File: src/rtl/ti_share_encoder_if.sv
// Share-encoder handshake bundle: plain input, PRNG input and share output.
// slave is the encoder side, master the producer/consumer side.
interface ti_share_encoder_if #(
  parameter int WIDTH   = 4,
  parameter int NSHARES = 4,
  parameter int CNT_W   = 16
);
  logic                       in_valid;
  logic                       in_ready;
  logic [WIDTH-1:0]           in_data;
  logic                       rnd_valid;
  logic                       rnd_ready;
  logic [(NSHARES-1)*WIDTH-1:0] rnd_data;
  logic                       out_valid;
  logic                       out_ready;
  logic [NSHARES*WIDTH-1:0]   out_shares;
  logic [CNT_W-1:0]           enc_count;

  modport slave (
    input  in_valid, in_data,
    output in_ready,
    input  rnd_valid, rnd_data,
    output rnd_ready,
    output out_valid, out_shares,
    input  out_ready,
    output enc_count
  );

  modport master (
    output in_valid, in_data,
    input  in_ready,
    output rnd_valid, rnd_data,
    input  rnd_ready,
    input  out_valid, out_shares,
    output out_ready,
    input  enc_count
  );
endinterface

File: src/rtl/ti_share_encoder.sv
// Boolean masking front end: splits a plain nibble into NSHARES shares
// using one fresh PRNG word per encoding; outputs are all registered.
module ti_share_encoder #(
  parameter int WIDTH   = 4,
  parameter int NSHARES = 4,
  parameter int CNT_W   = 16
) (
  input  logic clk,
  input  logic rst,
  ti_share_encoder_if.slave bus
);

  localparam int RW = (NSHARES-1)*WIDTH;
  localparam int SW = NSHARES*WIDTH;

  typedef enum logic [1:0] {
    IDLE,
    WAIT_RND,
    HOLD
  } state_t;

  state_t           r_state;
  logic [WIDTH-1:0] r_plain;
  logic [SW-1:0]    r_shares;
  logic [CNT_W-1:0] r_cnt;
  logic             r_in_ready;
  logic             r_rnd_ready;
  logic             r_out_valid;

  logic [WIDTH-1:0] w_mask;
  logic [SW-1:0]    w_shares;
  logic             w_in_fire;
  logic             w_rnd_fire;
  logic             w_out_fire;

  // Last share absorbs the plain value so the XOR of all shares recovers it.
  always_comb begin
    w_mask = '0;
    for (int i = 0; i < NSHARES-1; i++) begin
      w_mask = w_mask ^ bus.rnd_data[i*WIDTH +: WIDTH];
    end
    w_shares = {w_mask ^ r_plain, bus.rnd_data};
  end

  assign w_in_fire  = bus.in_valid  && r_in_ready;
  assign w_rnd_fire = bus.rnd_valid && r_rnd_ready;
  assign w_out_fire = bus.out_ready && r_out_valid;

  always_ff @(posedge clk) begin
    if (rst) begin
      r_state     <= IDLE;
      r_plain     <= '0;
      r_shares    <= '0;
      r_cnt       <= '0;
      r_in_ready  <= 1'b0;
      r_rnd_ready <= 1'b0;
      r_out_valid <= 1'b0;
    end else begin
      unique case (r_state)
        IDLE: begin
          if (w_in_fire) begin
            r_plain     <= bus.in_data;
            r_in_ready  <= 1'b0;
            r_rnd_ready <= 1'b1;
            r_state     <= WAIT_RND;
          end else begin
            r_in_ready  <= 1'b1;
          end
        end
        WAIT_RND: begin
          if (w_rnd_fire) begin
            r_shares    <= w_shares;
            r_plain     <= '0;
            r_rnd_ready <= 1'b0;
            r_out_valid <= 1'b1;
            r_state     <= HOLD;
          end
        end
        HOLD: begin
          if (w_out_fire) begin
            r_shares    <= '0;
            r_out_valid <= 1'b0;
            r_in_ready  <= 1'b1;
            if (r_cnt != {CNT_W{1'b1}}) begin
              r_cnt <= r_cnt + 1'b1;
            end
            r_state     <= IDLE;
          end
        end
        default: begin
          r_state     <= IDLE;
          r_plain     <= '0;
          r_shares    <= '0;
          r_in_ready  <= 1'b0;
          r_rnd_ready <= 1'b0;
          r_out_valid <= 1'b0;
        end
      endcase
    end
  end

  assign bus.in_ready   = r_in_ready;
  assign bus.rnd_ready  = r_rnd_ready;
  assign bus.out_valid  = r_out_valid;
  assign bus.out_shares = r_shares;
  assign bus.enc_count  = r_cnt;

  a_rnd_only_wait: assert property (
    @(posedge clk) disable iff (rst)
    r_rnd_ready |-> (r_state == WAIT_RND)
  );

  a_no_overlap: assert property (
    @(posedge clk) disable iff (rst)
    !(r_in_ready && (r_rnd_ready || r_out_valid))
  );

endmodule

File: src/flat_wrapper.sv
// flat-port wrapper written by rule: the top's interface ports become plain ports
module ti_share_encoder_flat 
#(
  parameter int WIDTH   = 4,
  parameter int NSHARES = 4,
  parameter int CNT_W   = 16
)
  (clk, rst, bus_in_valid, bus_in_data, bus_in_ready, bus_rnd_valid, bus_rnd_data, bus_rnd_ready, bus_out_valid, bus_out_shares, bus_out_ready, bus_enc_count);
  ti_share_encoder_if #(.WIDTH(WIDTH), .NSHARES(NSHARES), .CNT_W(CNT_W)) bus_i ();
  input  logic clk;
  input  logic rst;
  input wire logic [$bits(bus_i.in_valid)-1:0] bus_in_valid;
  input wire logic [$bits(bus_i.in_data)-1:0] bus_in_data;
  output wire logic [$bits(bus_i.in_ready)-1:0] bus_in_ready;
  input wire logic [$bits(bus_i.rnd_valid)-1:0] bus_rnd_valid;
  input wire logic [$bits(bus_i.rnd_data)-1:0] bus_rnd_data;
  output wire logic [$bits(bus_i.rnd_ready)-1:0] bus_rnd_ready;
  output wire logic [$bits(bus_i.out_valid)-1:0] bus_out_valid;
  output wire logic [$bits(bus_i.out_shares)-1:0] bus_out_shares;
  input wire logic [$bits(bus_i.out_ready)-1:0] bus_out_ready;
  output wire logic [$bits(bus_i.enc_count)-1:0] bus_enc_count;
  assign bus_i.in_valid = bus_in_valid;
  assign bus_i.in_data = bus_in_data;
  assign bus_in_ready = bus_i.in_ready;
  assign bus_i.rnd_valid = bus_rnd_valid;
  assign bus_i.rnd_data = bus_rnd_data;
  assign bus_rnd_ready = bus_i.rnd_ready;
  assign bus_out_valid = bus_i.out_valid;
  assign bus_out_shares = bus_i.out_shares;
  assign bus_i.out_ready = bus_out_ready;
  assign bus_enc_count = bus_i.enc_count;
  ti_share_encoder #(.WIDTH(WIDTH), .NSHARES(NSHARES), .CNT_W(CNT_W)) u_core (.clk(clk), .rst(rst), .bus(bus_i));
endmodule
File: config.mk
export PLATFORM = sky130hd
export DESIGN_NAME = ti_share_encoder_flat
export DESIGN_NICKNAME = d
export VERILOG_FILES = /design/src/rtl/ti_share_encoder_if.sv /design/src/rtl/ti_share_encoder.sv /design/src/flat_wrapper.sv
export SDC_FILE = /design/constraint.sdc
export NUM_CORES = 1
export LEC_CHECK = 0
export CORE_UTILIZATION = 46
export CTS_CLUSTER_DIAMETER = 50
export DETAILED_ROUTE_END_ITERATION = 12
export PLACE_DENSITY = 0.83
export SLEW_MARGIN = 15
export SYNTH_ARGS = -nofsm -noshare
export SYNTH_HDL_FRONTEND = slang
export SYNTH_SLANG_ARGS = --single-unit
File: constraint.sdc
create_clock -name clk -period 2.25 [get_ports clk]
set_clock_uncertainty 0.05 [all_clocks]
set_input_delay 0.45 -clock clk [delete_from_list [all_inputs] [get_ports clk]]
set_output_delay 0.45 -clock clk [all_outputs]
set_load 0.005 [all_outputs]
* Word level (Yosys, flattened, before mapping)
Cells that the tools add are included.
** Cells by class
- $add $sub $neg :: 1
- Bitwise operators :: 6
- Equal/unequal tests :: 6
- Reductions and logical operators :: 9
- Muxes and demuxes :: 19
** Operators by type and width (number)
- 16-bit case mux with 3 select lines :: 1
- 16-bit two-way mux :: 2
- 16-bit by 1-bit adder with 16-bit output (second input constant) :: 1
- 16-bit inequality test (second input constant) :: 1
- 4-bit case mux with 3 select lines :: 1
- 3-bit AND reduction :: 4
- 4-bit bitwise XOR :: 3
- 1-bit case mux with 3 select lines :: 3
- 4-bit two-way mux :: 2
- 1-bit two-way mux :: 6
- 2-bit two-way mux :: 3
- 2-bit by 1-bit inequality test with 1-bit output (second input constant) :: 3
- 2-bit case mux with 3 select lines :: 1
- 1-bit logical AND :: 3
- 1-bit NOT :: 3
- 2-bit by 1-bit equality test with 1-bit output (second input constant) :: 1
- 2-bit equality test (second input constant) :: 1
- 2-bit zero test :: 1
- 2-bit AND reduction :: 1
** Word-level totals
- Logic and storage cells :: 48
- Output and inout port bits :: 35
- Register bits after elaboration :: 41

* Logic depth before layout (Yosys ltp)
- Depth in word-level cells :: 5
- Mapped depth :: 7
- Gate-level depth less buffers :: 5

* Least setup slack after synthesis
OpenSTA, ideal clock, no wires.
- Path kind :: reg2reg
- Start :: register u_core.r_cnt[0], in the netlist u_core.bus.enc_count[0]
- End :: register u_core.r_cnt[12], in the netlist u_core.bus.enc_count[12]
- Buffers on the path :: 1
- Arrival time :: 1.902 ns
- Stages on the path, launching flop included :: 7
- Period minus slack after synthesis :: 2.023 ns
- Setup slack :: 0.227 ns
- Setup time :: 0.071 ns
- Cell sequence :: dfxtp_1 ha_1 nand4_1 or3_1 clkbuf_1 or4_1 a21oi_1
** Between the ends
- Cells in the longest elaborated chain, start to end :: 2
- Elaborated cells between the ends (all ways) :: 3
- Those cells by class :: 1 x add/sub; 1 x eq/ne; 1 x reduce/logical
** Ends and longest elaborated chain
- start: declaration :: RTL line ti_share_encoder.sv:25 : logic [CNT_W-1:0] r_cnt;
- start signal: assignment :: RTL line ti_share_encoder.sv:85 : r_cnt <= r_cnt + 1'b1;
- branches (longest 2 deep; another with 16-bit by 1-bit adder with 16-bit output)
Several ways; the timed one is not identified.
A chain may end at the register's enable or synchronous reset.

* Worst setup path in the final report
- Start :: input bus_out_ready
- End :: register u_core.r_cnt[11], in the netlist u_core.bus.enc_count[11]
** Between the ends
- Cells in the longest elaborated chain, start to end :: 2
** Ends and longest elaborated chain
- start: declaration :: RTL line flat_wrapper.sv:20 : input wire logic [$bits(bus_i.out_ready)-1:0] bus_out_ready;
- 1-bit logical AND :: RTL line ti_share_encoder.sv:47 : assign w_out_fire = bus.out_ready && r_out_valid;
- 3-bit AND reduction (no line)
No other way between the ends.

==> metrics.yaml <==
cpMaxStageDelayCell: "or4_1"
drive_above_1_share_pct: 10.5
synth_area_leaders: "dfxtp_1 (45%), a22oi_1 (8.3%), nor2_1 (7.0%)"
avgSynthCellArea_sq_um: 8.94
post-cts-setup-buffers: 0
dpl_cell_area_sq_um: 2470
grt_pass1_vias: 1532
synth_edf_count: 0
area_growth_pct: 41.9
yosysSeqAreaShare_pct: 45.2
status: "completed"
max_slew.worst_pin.slew_ns: 0.611
dieArea_sq_um: 4200
synthCells: 203
num_rows: 22
fillers: 312
setup_viol: 0
path_buf_inv: 1
synth_nets: 225
synth.most_common_cell: "dfxtp_1"
cp_max_fo: 7
cts_tree: "yes"
whs_ns: 0.453
clkSinkCount: 41
cts.clk_slew.worst_paths_ns: 0.08
rsz0062_at_grt: "no"
grt_pass1_wl_um: 6960
drtIter0Drc: 94
hold_buffers: 0
drc_errors: 0
wire_per_inst_um: 13.1
via_count: 1725
die_w_um: 64.8
final_max_slew_viol_count: 0
avgViaCountPerCell: 5.48
crit_path_start_kind: "primary input"
crit_type: "in -> reg"
synth_cell_type_count: 42
pwr_density_cell_nw_per_um2: 549
path_cells: "clkdlybuf4s50_1 > nand4b_4 > or4_1 > or4_1 > a21oi_1"
hold_class: "reg -> reg"
netlist_area_sq_um: 1810
finalInstanceArea_sq_um: 2570
synth_common_cells: "dfxtp_1 (41), nor2_1 (34), a22oi_1 (20)"
antenna_found_initial: 0
die_h_um: 64.8
critical_path.max_stage_delay_ns: 0.59
grt_max_degree: 43
wirelength_um: 4120
drv_cap: 0
fin_crit_ns: 2.14
core-area_sq_um: 3720
finalNetCount: 288
grt.total_usage_pct: 21.5
crit_top_cell: "or4_1"
arrival_ns: 2.33
fin_setup_tns_ns: 0
p_leak_uw: 0.000931
yosys_warnings: 0
clockBufferDepth: 2
ys_ff_latch: 41
ys.flop_type: "dfxtp_1"
root_buffer: "clkbuf_8"
final_hold_viol_count: 0
io_buffer_count: 55
critPathRequiredTime_ns: 2.43
yosys.area.top_type: "dfxtp_1"
overflow: 0
post_cts_resized: 0
dp_hpwl_um: 2870
clk_latency_ns: 0.29
numCtsBuffers: 5
relSlewSlack_pct: 59.3
ios: 56
first_pass_iters: 4
endpoint_kind: "flop"
insertedDiodeCount: 0
crit_family: "simple AND/OR/NAND/NOR gates"
final_antenna_net_count: 0
fin_util_pct: 69.3
timing.final.crit_share_pct: 95.3
cts_max_level: 2
synthArstFlopShare_pct: 0
peakVddDrop_v: 0.000326
max_freq_mhz: 467
start_util_pct: 48.8
synth_top_area_share_pct: 45.2
gp_routability_congestion: 0.811
## flip-flops by register name, indices dropped and copies added (netlist names)
register,cells
u_core.bus.enc_count,16
u_core.r_plain,4
u_core.r_state,2
u_core.bus.out_valid,1
u_core.bus.rnd_ready,1
u_core.bus.out_shares,16
u_core.bus.in_ready,1
## worst register-to-register path: cells and delay by family (launching register included)
kind / cells / cell delay (ns)
AO/OA/AOI/OAI: 1 / 0.14
flip-flops: 1 / 0.43
AND/OR/NAND/NOR: 3 / 1.39
## path summary, 6_finish.rpt
check	from	endpoint	slack, ns	cells after the start
setup reg to reg	u_core.bus.enc_count[4]$_SDFFE_PP0P_	u_core.bus.enc_count[11]$_SDFFE_PP0P_	0.18	4
hold reg to reg	u_core.bus.out_shares[7]$_SDFFE_PP0P_	u_core.bus.out_shares[7]$_SDFFE_PP0P_	0.45	2
setup / recovery	bus_out_ready	u_core.bus.enc_count[11]$_SDFFE_PP0P_	0.11	5
hold / removal	u_core.bus.out_shares[7]$_SDFFE_PP0P_	u_core.bus.out_shares[7]$_SDFFE_PP0P_	0.45	2
## metrics by stage
step,std cells,power [uW],setup WS [ns]
after detailed placement,307,898,-0.197
after floorplan,203,831,0.227
after CTS,315,1430,0.112
after global placement,307,897,-0.177
final,315,1410,0.107
after global routing,315,1470,0.0178
## cells in the final DEF, fill, tap and decap left out, types with 4 or more instances in the layout
cell type	count
nand3_1	6
buf_4	11
nand4_1	5
or3_1	4
clkbuf_8	7
clkdlybuf4s50_1	55
xor2_1	4
a22oi_1	20
nor3_1	5
or4_1	4
inv_1	5
nand2_1	8
a21oi_1	14
dfxtp_1	41
nor2_1	34
xnor2_1	8
## metal layers
layer | global-route usage (%) | wire length, um | up-vias
li1 | - | - | 869
met1 | 25.4 | 1820 | 804
met2 | 35.7 | 1980 | 46
met3 | 7.75 | 275 | 6
met4 | 7.22 | 48 | 0
met5 | 0 | 0 | -
## layout make-up
| cell class | instances | area [sq um] | area share [%] |
|---|---|---|---|
| Tap cell | 48 | 60.1 | 2.33 |
| Sequential cell | 41 | 821 | 31.9 |
| Inverter | 5 | 18.8 | 0.729 |
| Multi-Input combinational cell | 146 | 921 | 35.8 |
| Clock buffer | 7 | 96.3 | 3.74 |
| Timing Repair Buffer | 67 | 653 | 25.4 |
| Clock inverter | 1 | 5.00 | 0.194 |
## kinds of logic after synthesis
logic type / count (synthesis) / share of synthesized area, %
compound gates: 51 / 19.3
xor+xnor: 12 / 5.79
fa+ha+maj: 1 / 0.690
buf+inv: 16 / 4.00
flops: 41 / 45.2
mux: 4 / 2.41
simple gates: 78 / 22.6
## power by group
part	internal [uW]	total (uW)	switching, uW
combinational	77.9	133	55.3
sequential	736	749	12.1
clock	277	532	255
total	1090	1410	322
Note: power is estimated with default switching activity, not from simulation.
==> RTL change (same flow settings) <==
`CNT_W` is set to 16 in 3 places; all go to 32.
--- a/src/rtl/ti_share_encoder_if.sv
+++ b/src/rtl/ti_share_encoder_if.sv
@@ -5,3 +5,3 @@
   parameter int NSHARES = 4,
-  parameter int CNT_W   = 16
+  parameter int CNT_W   = 32
 );
--- a/src/rtl/ti_share_encoder.sv
+++ b/src/rtl/ti_share_encoder.sv
@@ -5,3 +5,3 @@
   parameter int NSHARES = 4,
-  parameter int CNT_W   = 16
+  parameter int CNT_W   = 32
 ) (
--- a/src/flat_wrapper.sv
+++ b/src/flat_wrapper.sv
@@ -5,3 +5,3 @@
   parameter int NSHARES = 4,
-  parameter int CNT_W   = 16
+  parameter int CNT_W   = 32
 )
Interface: changed (resized bus_enc_count); port bits go from 56 to 72. No check against the original RTL was run, so the function may have changed too.
==> RTL change against the unedited design <==
- area after synthesis up 48%
- global-route usage up 3.1 points
- critical path type unchanged
- non-clock buffer count up 37
- design area up 53%
- fmax down 1.1%
- sequential cell count up 16
- largest cell class unchanged
- worst setup slack worse by 0.024 ns
- sequential share of layout area down 2.7 points
- routed wire length up 78%
- via count up 63%
- sequential power up 38%
- final cell count up 55%
- total power up 61%
==> RTL change: results (changes against the unedited design) <==
Status -> completed
Seq group -> 1.03 mW (+38%)
Number of port buffers -> 71 (+29%)
Post-DP Area -> 3651 um^2 (+48%)
Cells on worst reg2reg path -> 5 (+1)
Seq/Total Area, Yosys -> 0.4240 (-0.02842)
Crit path max fanout -> 4 (-3)
Pin count of the biggest net entering global routing -> 42 (-2.3%)
Filler Cells Inserted -> 443 (+42%)
Syn Nets -> 332 (+48%)
Met2 Use GR -> 0.4298 (+0.07305)
Avg Inst Size Synth -> 8.682 um^2 (-2.9%)
Worst Path Arrival -> 2.37 ns (+0.04 ns)
HPWL after detailed placement -> 5112 um (+78%)
Setup slack at placement -> -0.2304 ns (-0.03368 ns)
Compound-Gate Fraction of Synth Area -> 0.1892 (-0.003889)
Wirelength per Cell -> 15.04 um (+15%)
Cell-internal power -> 1.776 mW (+63%)
Vias in the first global route -> 2726 (+78%)
CTS HTree Levels -> 3 (+1)
Cts bufs inserted -> 9 (+4)
Placed instance count -> 469 (+53%)
Post-Route M1 WL -> 3007 um (+65%)
Synth unique cells -> 45 (+7.1%)
Comb pwr -> 138 uW (+4%)
GR Util All Layers -> 0.2454 (+0.03080)
First DRT Iteration DRCs -> 193 (+110%)
Worst-margin pin slew -> 0.7331 ns (+0.1226 ns)
RTL change: how the worst max path moves through the flow:
stage                             from                       end  slack [ns]  cells after the start
3_5_place_dp             bus_out_ready  u_core.bus.enc_count[19]       -0.23                      6
5_1_grt                  bus_out_ready  u_core.bus.enc_count[19]       -0.02                      6
6_report                 bus_out_ready  u_core.bus.enc_count[11]        0.08                      7
2_1_floorplan  u_core.bus.enc_count[1]  u_core.bus.enc_count[29]        0.04                      7
3_3_place_gp             bus_out_ready  u_core.bus.enc_count[19]       -0.22                      6
4_1_cts        u_core.bus.enc_count[7]  u_core.bus.enc_count[31]        0.04                      6
RTL change: final cells by class:
cell class	instances	area share
timing repair buffer	104	0.2436
sequential	57	0.2919
clock buffer	11	0.03852
tap	72	0.02292
inverter	8	0.007641
clock inverter	5	0.01974
multi-input combinational	230	0.3757
RTL change: worst max-delay path, cell delays in order:
cell	delay [ns]
clkdlybuf4s50_1	0.49
nand4_1	0.11
or3_1	0.34
or3_4	0.35
buf_4	0.15
or3_1	0.33
a21oi_1	0.15
